[config.mk]
export PLATFORM = sky130hd
export DESIGN_NAME = gcd_bcd_engine
export DESIGN_NICKNAME = d
export VERILOG_FILES = /design/src/rtl/gcd_bcd_engine.sv
export SDC_FILE = /design/constraint.sdc
export NUM_CORES = 1
export LEC_CHECK = 0
export CAP_MARGIN = 15
export CORE_MARGIN = 4
export CORE_UTILIZATION = 50
export CTS_CLUSTER_SIZE = 10
export DETAILED_ROUTE_END_ITERATION = 10
export GPL_TIMING_DRIVEN = 0
export PLACE_DENSITY_LB_ADDON = 0.3
export RECOVER_POWER = 50
export SYNTH_ARGS = -nofsm -noshare
export SYNTH_HDL_FRONTEND = slang
export SYNTH_SLANG_ARGS = --single-unit
[constraint.sdc]
create_clock -name CLK -period 3.25 [get_ports CLK]
set_clock_uncertainty 0.1 [all_clocks]
set_input_delay 0.65 -clock CLK [delete_from_list [all_inputs] [get_ports CLK]]
set_output_delay 0.65 -clock CLK [all_outputs]
set_load 0.01 [all_outputs]
[src/rtl/gcd_bcd_engine.sv]
// gcd_bcd_engine: multi-cycle subtractive GCD followed by a sequential
// double-dabble binary-to-BCD conversion of the result. Results are held
// until the next completed operation.
//
// Ports:
//   CLK      system clock, rising edge
//   Reset    asynchronous active-high reset
//   S        start request, sampled only while idle
//   number1  operand A, captured on the accepting edge
//   number2  operand B, captured on the accepting edge
//   Busy     high while computing or converting
//   Done     one-cycle pulse when new results are presented
//   GCD      last GCD result, binary
//   BCD      last GCD result in BCD, BCD[3:0] is the ones digit
//   Error    last operation had both operands equal to zero
module gcd_bcd_engine #(
  parameter int unsigned WIDTH  = 8,
  parameter int unsigned DIGITS = 3
) (
  input  logic                  CLK,
  input  logic                  Reset,
  input  logic                  S,
  input  logic [WIDTH-1:0]      number1,
  input  logic [WIDTH-1:0]      number2,
  output logic                  Busy,
  output logic                  Done,
  output logic [WIDTH-1:0]      GCD,
  output logic [4*DIGITS-1:0]   BCD,
  output logic                  Error
);

  localparam int unsigned BcdW = 4 * DIGITS;
  localparam int unsigned CntW = $clog2(WIDTH + 1);
  localparam longint unsigned MaxVal = (64'd1 << WIDTH) - 64'd1;

  // True when DIGITS decimal digits can represent every WIDTH-bit value.
  function automatic bit digits_fit();
    longint unsigned p;
    p = 64'd1;
    for (int unsigned i = 0; i < DIGITS; i++) begin
      if (p <= MaxVal) p = p * 64'd10;
    end
    return p > MaxVal;
  endfunction

  localparam bit ParamsOk = (WIDTH >= 2) && (WIDTH <= 32) && (DIGITS >= 1) && digits_fit();

  generate
    if (!ParamsOk) begin : g_bad_params
      $error("gcd_bcd_engine: need 2 <= WIDTH <= 32 and 10**DIGITS > 2**WIDTH-1");
    end
  endgenerate

  typedef enum logic [1:0] {
    ST_IDLE,
    ST_CALC,
    ST_CONV
  } state_t;

  state_t            state_q;
  logic [WIDTH-1:0]  a_q;
  logic [WIDTH-1:0]  b_q;
  logic [WIDTH-1:0]  r_q;    // GCD result kept intact for the GCD output
  logic [WIDTH-1:0]  sh_q;   // copy of the result shifted out into the BCD digits
  logic [BcdW-1:0]   bcd_q;
  logic [CntW-1:0]   cnt_q;

  logic              term_c;
  logic [WIDTH-1:0]  r_sel_c;
  logic [BcdW-1:0]   adj_c;
  logic [BcdW-1:0]   bcd_d;
  logic [WIDTH-1:0]  sh_d;
  logic              last_c;

  // GCD termination: a zero operand or equal operands ends the subtraction loop.
  always_comb begin
    term_c  = (a_q == '0) || (b_q == '0) || (a_q == b_q);
    r_sel_c = (a_q == '0) ? b_q : a_q;
  end

  // One double-dabble step: add 3 to digits >= 5, then shift {bcd, sh} left.
  always_comb begin
    adj_c = bcd_q;
    for (int unsigned d = 0; d < DIGITS; d++) begin
      if (bcd_q[4*d +: 4] >= 4'd5) adj_c[4*d +: 4] = bcd_q[4*d +: 4] + 4'd3;
    end
    bcd_d  = {adj_c[BcdW-2:0], sh_q[WIDTH-1]};
    sh_d   = {sh_q[WIDTH-2:0], 1'b0};
    last_c = (cnt_q == CntW'(WIDTH - 1));
  end

  // Control FSM and datapath registers.
  always_ff @(posedge CLK or posedge Reset) begin
    if (Reset) begin
      state_q <= ST_IDLE;
      a_q     <= '0;
      b_q     <= '0;
      r_q     <= '0;
      sh_q    <= '0;
      bcd_q   <= '0;
      cnt_q   <= '0;
      Busy    <= 1'b0;
      Done    <= 1'b0;
      GCD     <= '0;
      BCD     <= '0;
      Error   <= 1'b0;
    end else begin
      Done <= 1'b0;
      case (state_q)
        ST_IDLE: begin
          if (S) begin
            a_q     <= number1;
            b_q     <= number2;
            Busy    <= 1'b1;
            state_q <= ST_CALC;
          end
        end
        ST_CALC: begin
          if (term_c) begin
            r_q     <= r_sel_c;
            sh_q    <= r_sel_c;
            bcd_q   <= '0;
            cnt_q   <= '0;
            state_q <= ST_CONV;
          end else if (a_q > b_q) begin
            a_q <= a_q - b_q;
          end else begin
            b_q <= b_q - a_q;
          end
        end
        ST_CONV: begin
          bcd_q <= bcd_d;
          sh_q  <= sh_d;
          cnt_q <= cnt_q + CntW'(1);
          if (last_c) begin
            // a_q/b_q are frozen during conversion, so they still hold the terminal values.
            GCD     <= r_q;
            BCD     <= bcd_d;
            Error   <= (a_q == '0) && (b_q == '0);
            Done    <= 1'b1;
            Busy    <= 1'b0;
            state_q <= ST_IDLE;
          end
        end
        default: state_q <= ST_IDLE;
      endcase
    end
  end

endmodule
### Word-level counts from Yosys, hierarchy flattened

Cells that the tools add are included.

| storage, ports and cells | value |
|---|---|
| flip-flop bits (word level) | 73 |
| bits of input ports | 19 |
| output and inout port bits | 23 |
| word-level logic and storage cells | 75 |

| operators by class | value |
|---|---|
| add/subtract/negate cells | 6 |
| $lt $le $gt $ge | 4 |
| eq/ne operators | 10 |
| muxes and demuxes | 27 |
| reduce and logical (&&, ||, !) cells | 16 |

Operator list:

| operator | number |
|---|---|
| 8-bit two-way mux | 8 |
| 8-bit one-hot mux with 2 select lines | 3 |
| 12-bit one-hot mux with 2 select lines | 1 |
| 8-bit logical NOT | 2 |
| 8-bit subtractor | 2 |
| 4-bit by 3-bit greater-or-equal comparator with 1-bit output, second input constant | 3 |
| 12-bit two-way mux | 1 |
| 4-bit two-way mux | 3 |
| 2-bit inequality test, second input constant | 6 |
| 4-bit by 2-bit adder with 4-bit output, second input constant | 2 |
| 8-bit == test | 1 |
| 8-bit > comparator | 1 |
| 4-bit one-hot mux with 2 select lines | 1 |
| 4-bit AND reduction | 2 |
| 2-bit two-way mux | 3 |
| 2-bit one-hot mux with 3 select lines | 1 |
| 2-bit AND reduction | 3 |
| 3-bit AND reduction | 2 |
| 2-bit nonzero test | 3 |
| 4-bit by 1-bit adder with 4-bit output, second input constant | 1 |
| 4-bit by 3-bit == test with 1-bit output, second input constant | 1 |
| 1-bit two-way mux | 4 |
| 3-bit by 2-bit adder with 3-bit output, second input constant | 1 |
| 3-bit two-way mux | 1 |
| other kinds (6) | 7 |

### Depth between registers and ports, before layout

| logic depth | value |
|---|---|
| word-level depth | 5 |
| gate-level depth with buffers | 11 |
| mapped depth without buffers | 9 |

### Worst setup path before layout

No wires, ideal clock.

| timing path | value |
|---|---|
| path type | register to register |
| start point | register a_q[0] |
| end point | register a_q[1] |
| setup time | 0.126 ns |
| arrival | 2.291 ns |
| setup slack | 0.733 ns |
| stages on the path, launching flop included | 12 |
| buffers on the path | 2 |
| cells stage by stage | dfrtp_1 inv_1 ha_1 fa_1 nand2b_1 a211oi_1 nor4_1 or3_1 buf_6 buf_6 a211oi_2 a21oi_1 |

| between the ends | value |
|---|---|
| word-level cells in the longest chain between the ends | 5 |

RTL lines:

| element | line | source |
|---|---|---|
| from (decl) | 61 | `logic [WIDTH-1:0] a_q;` |
| from (signal assigned) | 112 | `a_q <= number1;` |
| from (signal assigned) | 126 | `a_q <= a_q - b_q;` |
| parallel branches: the longest is 5 deep, another holds 8-bit subtractor | - |  |

Parallel ways; which one is timed is not known. The select of a mux whose other input is x is not followed.
A chain may end at the register's enable or synchronous reset.

### Worst setup path in the final report

Ends and elaborated chain as after synthesis.

==> impl_metrics.ini <==
[route]
drc = 0
vias = 3241
wire_per_inst_um = 15.7
drt_iter0_drc = 126
vias_per_cell = 5.62
wl_mm = 9.06
dr.pass1.iters = 4
ant_nets = 0

[global_routing]
track_usage_pct = 19.7
antenna_found_initial = 0
grt-ovfl-total = 0
grt_max_degree = 73
grt_pass1_vias = 3197
grt_pass1_wl_mm = 15.3

[logic_synthesis]
ys_types = 52
synth_edf_count = 0
synth_fa_ha_area_share_pct = 7.86
post-synth-top-area-cell = dfrtp_1
synth_area_um2 = 4010
ys.flop_type = dfrtp_1
ys_seq_elements = 73
yosysMostFrequentCell = dfrtp_1
yosysTopAreaCellShare_pct = 45.6
avgSynthCellArea_um2 = 9.62
syn_nets = 460
synth_top_family_by_area = compound AO/OA/AOI/OAI gates
async_flop_share_pct = 100
synth_cells = 417
ys_seq_area_share_pct = 45.6
synth_simple_gate_area_share_pct = 15.9
netlist_top_cells_count = dfrtp_1 (73), nand2_1 (58), o21ai_0 (36), a21oi_1 (26), inv_1 (25)
synth_xor_area_share_pct = 2.18
synth_mux_area_share_pct = 1.93
synth_area_leaders = dfrtp_1 (46%), ha_1 (6.9%), nand2_1 (5.4%)
synth_compound_area_share_pct = 20.8
yosysWarningCount = 0

[place]
placed_cells = 561
gp_congestion = 0.883
placed_cell_area_um2 = 4580
dp_hpwl_mm = 6.68
port_buffers = 41

[setup_path]
startpoint_type = flip-flop
crit_fanout = 10
worstSetupEndpointType = flip-flop
timing.rr.end = a_q[1]
cp.required_ps = 3380
r2r_start = a_q[0]
path_class = reg -> reg
ff2ff_setup_slack_ps = 420
arrival_ps = 2970
reg2reg_depth = 11

[timing]
max_freq_mhz = 353
report.final.setup_viol = 0
rsz0062_at_grt = false
period_share_pct = 87.2
slew-limit-headroom_pct = -16.4
finalHoldViolCount = 0
min_period_ps = 2830
worst_pin_slew_ps = 1750
slew_viol_final = 73

[die]
die_area_um2 = 9520
coreArea_um2 = 7770
die_w_um = 97.6
start_util_pct = 51.6
dieHeight_um = 97.6
io_pins = 42
fp-row-count = 32

[cts]
cts_hold_buf = 0
clock-sinks = 73
h-tree-depth = 3
clockRootBuffer = clkbuf_8
cts_buffers = 9
ctsResizeCount = 0
cts_setup_buffers = 0
cts_tree = done
clock_path_buffers = 2
cts.clk_slew.worst_paths_ps = 80
clk_latency_ps = 360

[worst_hold_path]
min_path_cells = 2
hp-start = BCD[0]
worstHoldEndpoint = BCD[0]
hold_class = reg -> reg

[finish]
stdcell_area_um2 = 4730
seq_area_um2 = 1830
area_growth_syn_to_layout_pct = 18.0
multiInputGateArea_um2 = 1950
antenna_cells = 0
finalNonFillerCells = 577
drive_gt1_share_pct = 10.7
fill_cells = 685
finalNetCount = 513

[power_and_ir_drop]
max-vdd-ir-drop_v = 0.000787
leakage_nw = 2.10
powerDensity_nw_per_um2 = 901

[run_status]
violations = capacitance limit, slew limit
status = complete, but fails checks

[run]
cap_violations = 1
## placed cells by master (no fill, tap or decap), types with 10 or more instances in the layout
cell type / count
clkdlybuf4s50_1: 35
clkbuf_1: 10
o21a_1: 18
o21ai_0: 36
nand2_1: 58
inv_1: 24
dfrtp_1: 73
nor2_1: 22
a21oi_1: 26
ha_1: 22
## cell families after synthesis
logic type | after synthesis
muxes | 7
adders and majority gates | 24
xor gates and xnor gates | 10
buffers and inverters | 47
DFF | 73
AOI/OAI and AO/OA | 123
and+or+nand+nor | 133
## flip-flops by register name, indices dropped and copies added (netlist names)
register and count:
Error 1, BCD 12, state_q 2, a_q 8
b_q 8, bcd_q 12, sh_q 8, r_q 8
GCD 8, Busy 1, cnt_q 4, Done 1
## cell type report
cell class / instances / share of cell area, %
clock inverters: 7 / 1.30
plain buffers: 22 / 2.86
multi-input cells: 297 / 41.1
flip-flops and latches: 73 / 38.6
inverters: 25 / 2.01
well taps: 102 / 2.70
repair buffers: 42 / 8.78
clock buffers: 9 / 2.62
## layer usage
metal / wire (um) / up-vias / global-route usage (%)
met2: 4370 / 80 / 32.9
met3: 526 / 8 / 3.80
li1: - / 1590 / -
met5: 0 / - / 0
met1: 4070 / 1563 / 26.3
met4: 102 / 0 / 5.32
## worst max-delay path, stage by stage, from the launching register on
cell	delay, ps
dfrtp_1	450
inv_1	70
ha_1	220
fa_1	400
nand2b_1	180
a211oi_1	330
nor4_1	90
or3_1	340
buf_6	150
buf_6	140
a211oi_2	190
a21oi_1	60
## through the flow
| stage | hold slack (ps) | util, % | TNS (ps) | worst slack [ps] | total power [mW] |
|---|---|---|---|---|---|
| 4_1_cts | 378 | 61.3 | 0 | 427 | 4.29 |
| 3_5_place_dp | 361 | 58.9 | 0 | 445 | 3.61 |
| 6_report | 371 | 60.9 | 0 | 416 | 4.26 |
| 5_1_grt | 406 | 60.9 | 0 | 253 | 4.63 |
| 3_3_place_gp | 355 | 58.6 | -43790 | -604 | 3.52 |
| 2_1_floorplan | 339 | - | 0 | 647 | 3.11 |
## worst max-delay path by stage
stage	slack, ps	cells past startpoint	end	startpoint
3_3_place_gp	-600	2	b_q[7]	Reset
6_report	420	11	a_q[1]	a_q[0]
3_5_place_dp	440	11	a_q[1]	a_q[0]
2_1_floorplan	650	1	BCD[0]	Reset
4_1_cts	430	11	a_q[1]	a_q[0]
5_1_grt	250	11	a_q[1]	a_q[0]
## power breakdown
group          internal, mW  total (mW)  switching (mW)  leakage (nW)
combinational          1.06        2.25            1.20          1.06
clock                 0.290       0.676           0.386        0.0884
sequential             1.14        1.33           0.197         0.951
total                  2.48        4.26            1.78          2.10
Power figures use the tool's default switching activity.
==> RTL edit, RTL diff (same settings) <==
Make the reset (`Reset`) synchronous in one clocked block. Comments in the files are not updated.
--- a/src/rtl/gcd_bcd_engine.sv
+++ b/src/rtl/gcd_bcd_engine.sv
@@ -91,5 +91,5 @@
 
   // Control FSM and datapath registers.
-  always_ff @(posedge CLK or posedge Reset) begin
+  always_ff @(posedge CLK) begin
     if (Reset) begin
       state_q <= ST_IDLE;
Formal check against the unedited RTL: differs if Reset is asserted again (counterexample within 4 cycles, from zero or initial values and one cycle with Reset high); with Reset held inactive, the same outputs for 10 cycles.
==> RTL edit against the original RTL <==
- sequential power is 4% lower
- design area is 0.79% lower
- cell count is 12% higher
- hold slack worse by 22 ps
- setup slack worse by 240 ps
- wire length is 12% higher
- die area is 1.6% lower
- sequential cell count stayed put
- total power is 7.4% higher
- count of clock-buffer cells in the layout is 2 higher
- area after synthesis is 1.8% lower
- largest power group unchanged
==> RTL edit: results (changes against the original RTL) <==
Layout Area Growth over Synthesis=19.2% (was 18.0%); largest stage delay on the critical path=520 ps (was 450 ps); clock-net power=838 uW (was 676 uW); M2 GR Usage=36.0% (was 32.9%); met3 Usage GRT=2.67% (was 3.80%); Final nets=584 (was 513); first-pass GRT wire length=17.0 mm (was 15.3 mm); static leakage=1.76 nW (was 2.10 nW); vias per cell=5.71 (was 5.62); R2R depth=9 (was 11); slew margin rel.=56.6% (was -16.4%); vias in the first global route=3,541 (was 3,197); Post-Syn Instances=490 (was 417); RD Place Congestion=0.913 (was 0.883); top_reg_cell synth=dfxtp_1 (was dfrtp_1); register area share after synthesis=37.1% (was 45.6%); routed length per instance=15.6 um (was 15.7 um); Total Wirelength=10.1 mm (was 9.06 mm); Commonest cells post-synth=73 x dfxtp_1, 64 x nor2_1, 51 x nand2_1, 50 x a21oi_1, 29 x inv_1 (was 73 x dfrtp_1, 58 x nand2_1, 36 x o21ai_0, 26 x a21oi_1, 25 x inv_1); status=complete, no violations (was finished with violations); seq pwr=1.28 mW (was 1.33 mW); sw frac=45.8% (was 41.7%); dpl hpwl=7.58 mm (was 6.68 mm); Buffers on Ports=40 (was 41); met2 wire length=4.83 mm (was 4.37 mm); crit path max-delay cell type=a21oi_1 (was dfrtp_1); post-place setup slack=289 ps (was 445 ps)
## RTL edit: changes by cell type after synthesis, moves of 9 or more
| cell | before | now |
|---|---|---|
| clkbuf_1 | 10 | 23 |
| o21ai_0 | 36 | 18 |
| a211oi_1 | 5 | 17 |
| nor2_1 | 22 | 64 |
| a21oi_1 | 26 | 50 |
| dfrtp_1 | 73 | 0 |
| dfxtp_1 | 0 | 73 |
| a22oi_1 | 0 | 13 |
| nor3_1 | 7 | 16 |
| o21a_1 | 18 | 3 |
## RTL edit: path summary, 6_finish.rpt
path | slack [ps] | from | endpoint
max | 180 | a_q[0]$_SDFFE_PP0P_ | b_q[4]$_SDFFE_PP0P_
min | 350 | Error$_SDFFE_PP0P_ | Error$_SDFFE_PP0P_
max reg2reg | 180 | a_q[0]$_SDFFE_PP0P_ | b_q[4]$_SDFFE_PP0P_
min reg2reg | 350 | Error$_SDFFE_PP0P_ | Error$_SDFFE_PP0P_
## RTL edit: cells by family (layout without fill, tap and decap cells)
group	after synthesis	count (layout)	synth area share (%)
compound gates	140	140	24.1
xor+xnor	5	5	1.11
fa+ha+maj	24	24	8.01
buf+inv	60	116	6.48
flops	73	73	37.1
mux	5	5	1.27
simple gates	183	183	21.9
## RTL edit: area by class of cell
class | count | area [um2]
Multi-Input combinational cell | 357 | 2220
Clock inverter | 5 | 85.1
Timing Repair Buffer | 40 | 400
Clock buffer | 11 | 151
Buffer | 31 | 138
Tap cell | 102 | 128
Fill cell | 702 | 2990
Sequential cell | 73 | 1460
Inverter | 29 | 109
## RTL edit: worst register-to-register path: stages, from the launching register on
cell and delay, ps:
dfxtp_1 490, inv_1 90, ha_1 240, fa_1 400, nand2b_1 160, a21oi_1 360, a311oi_2 260, a21oi_1 520
a211oi_1 130, a211oi_1 230
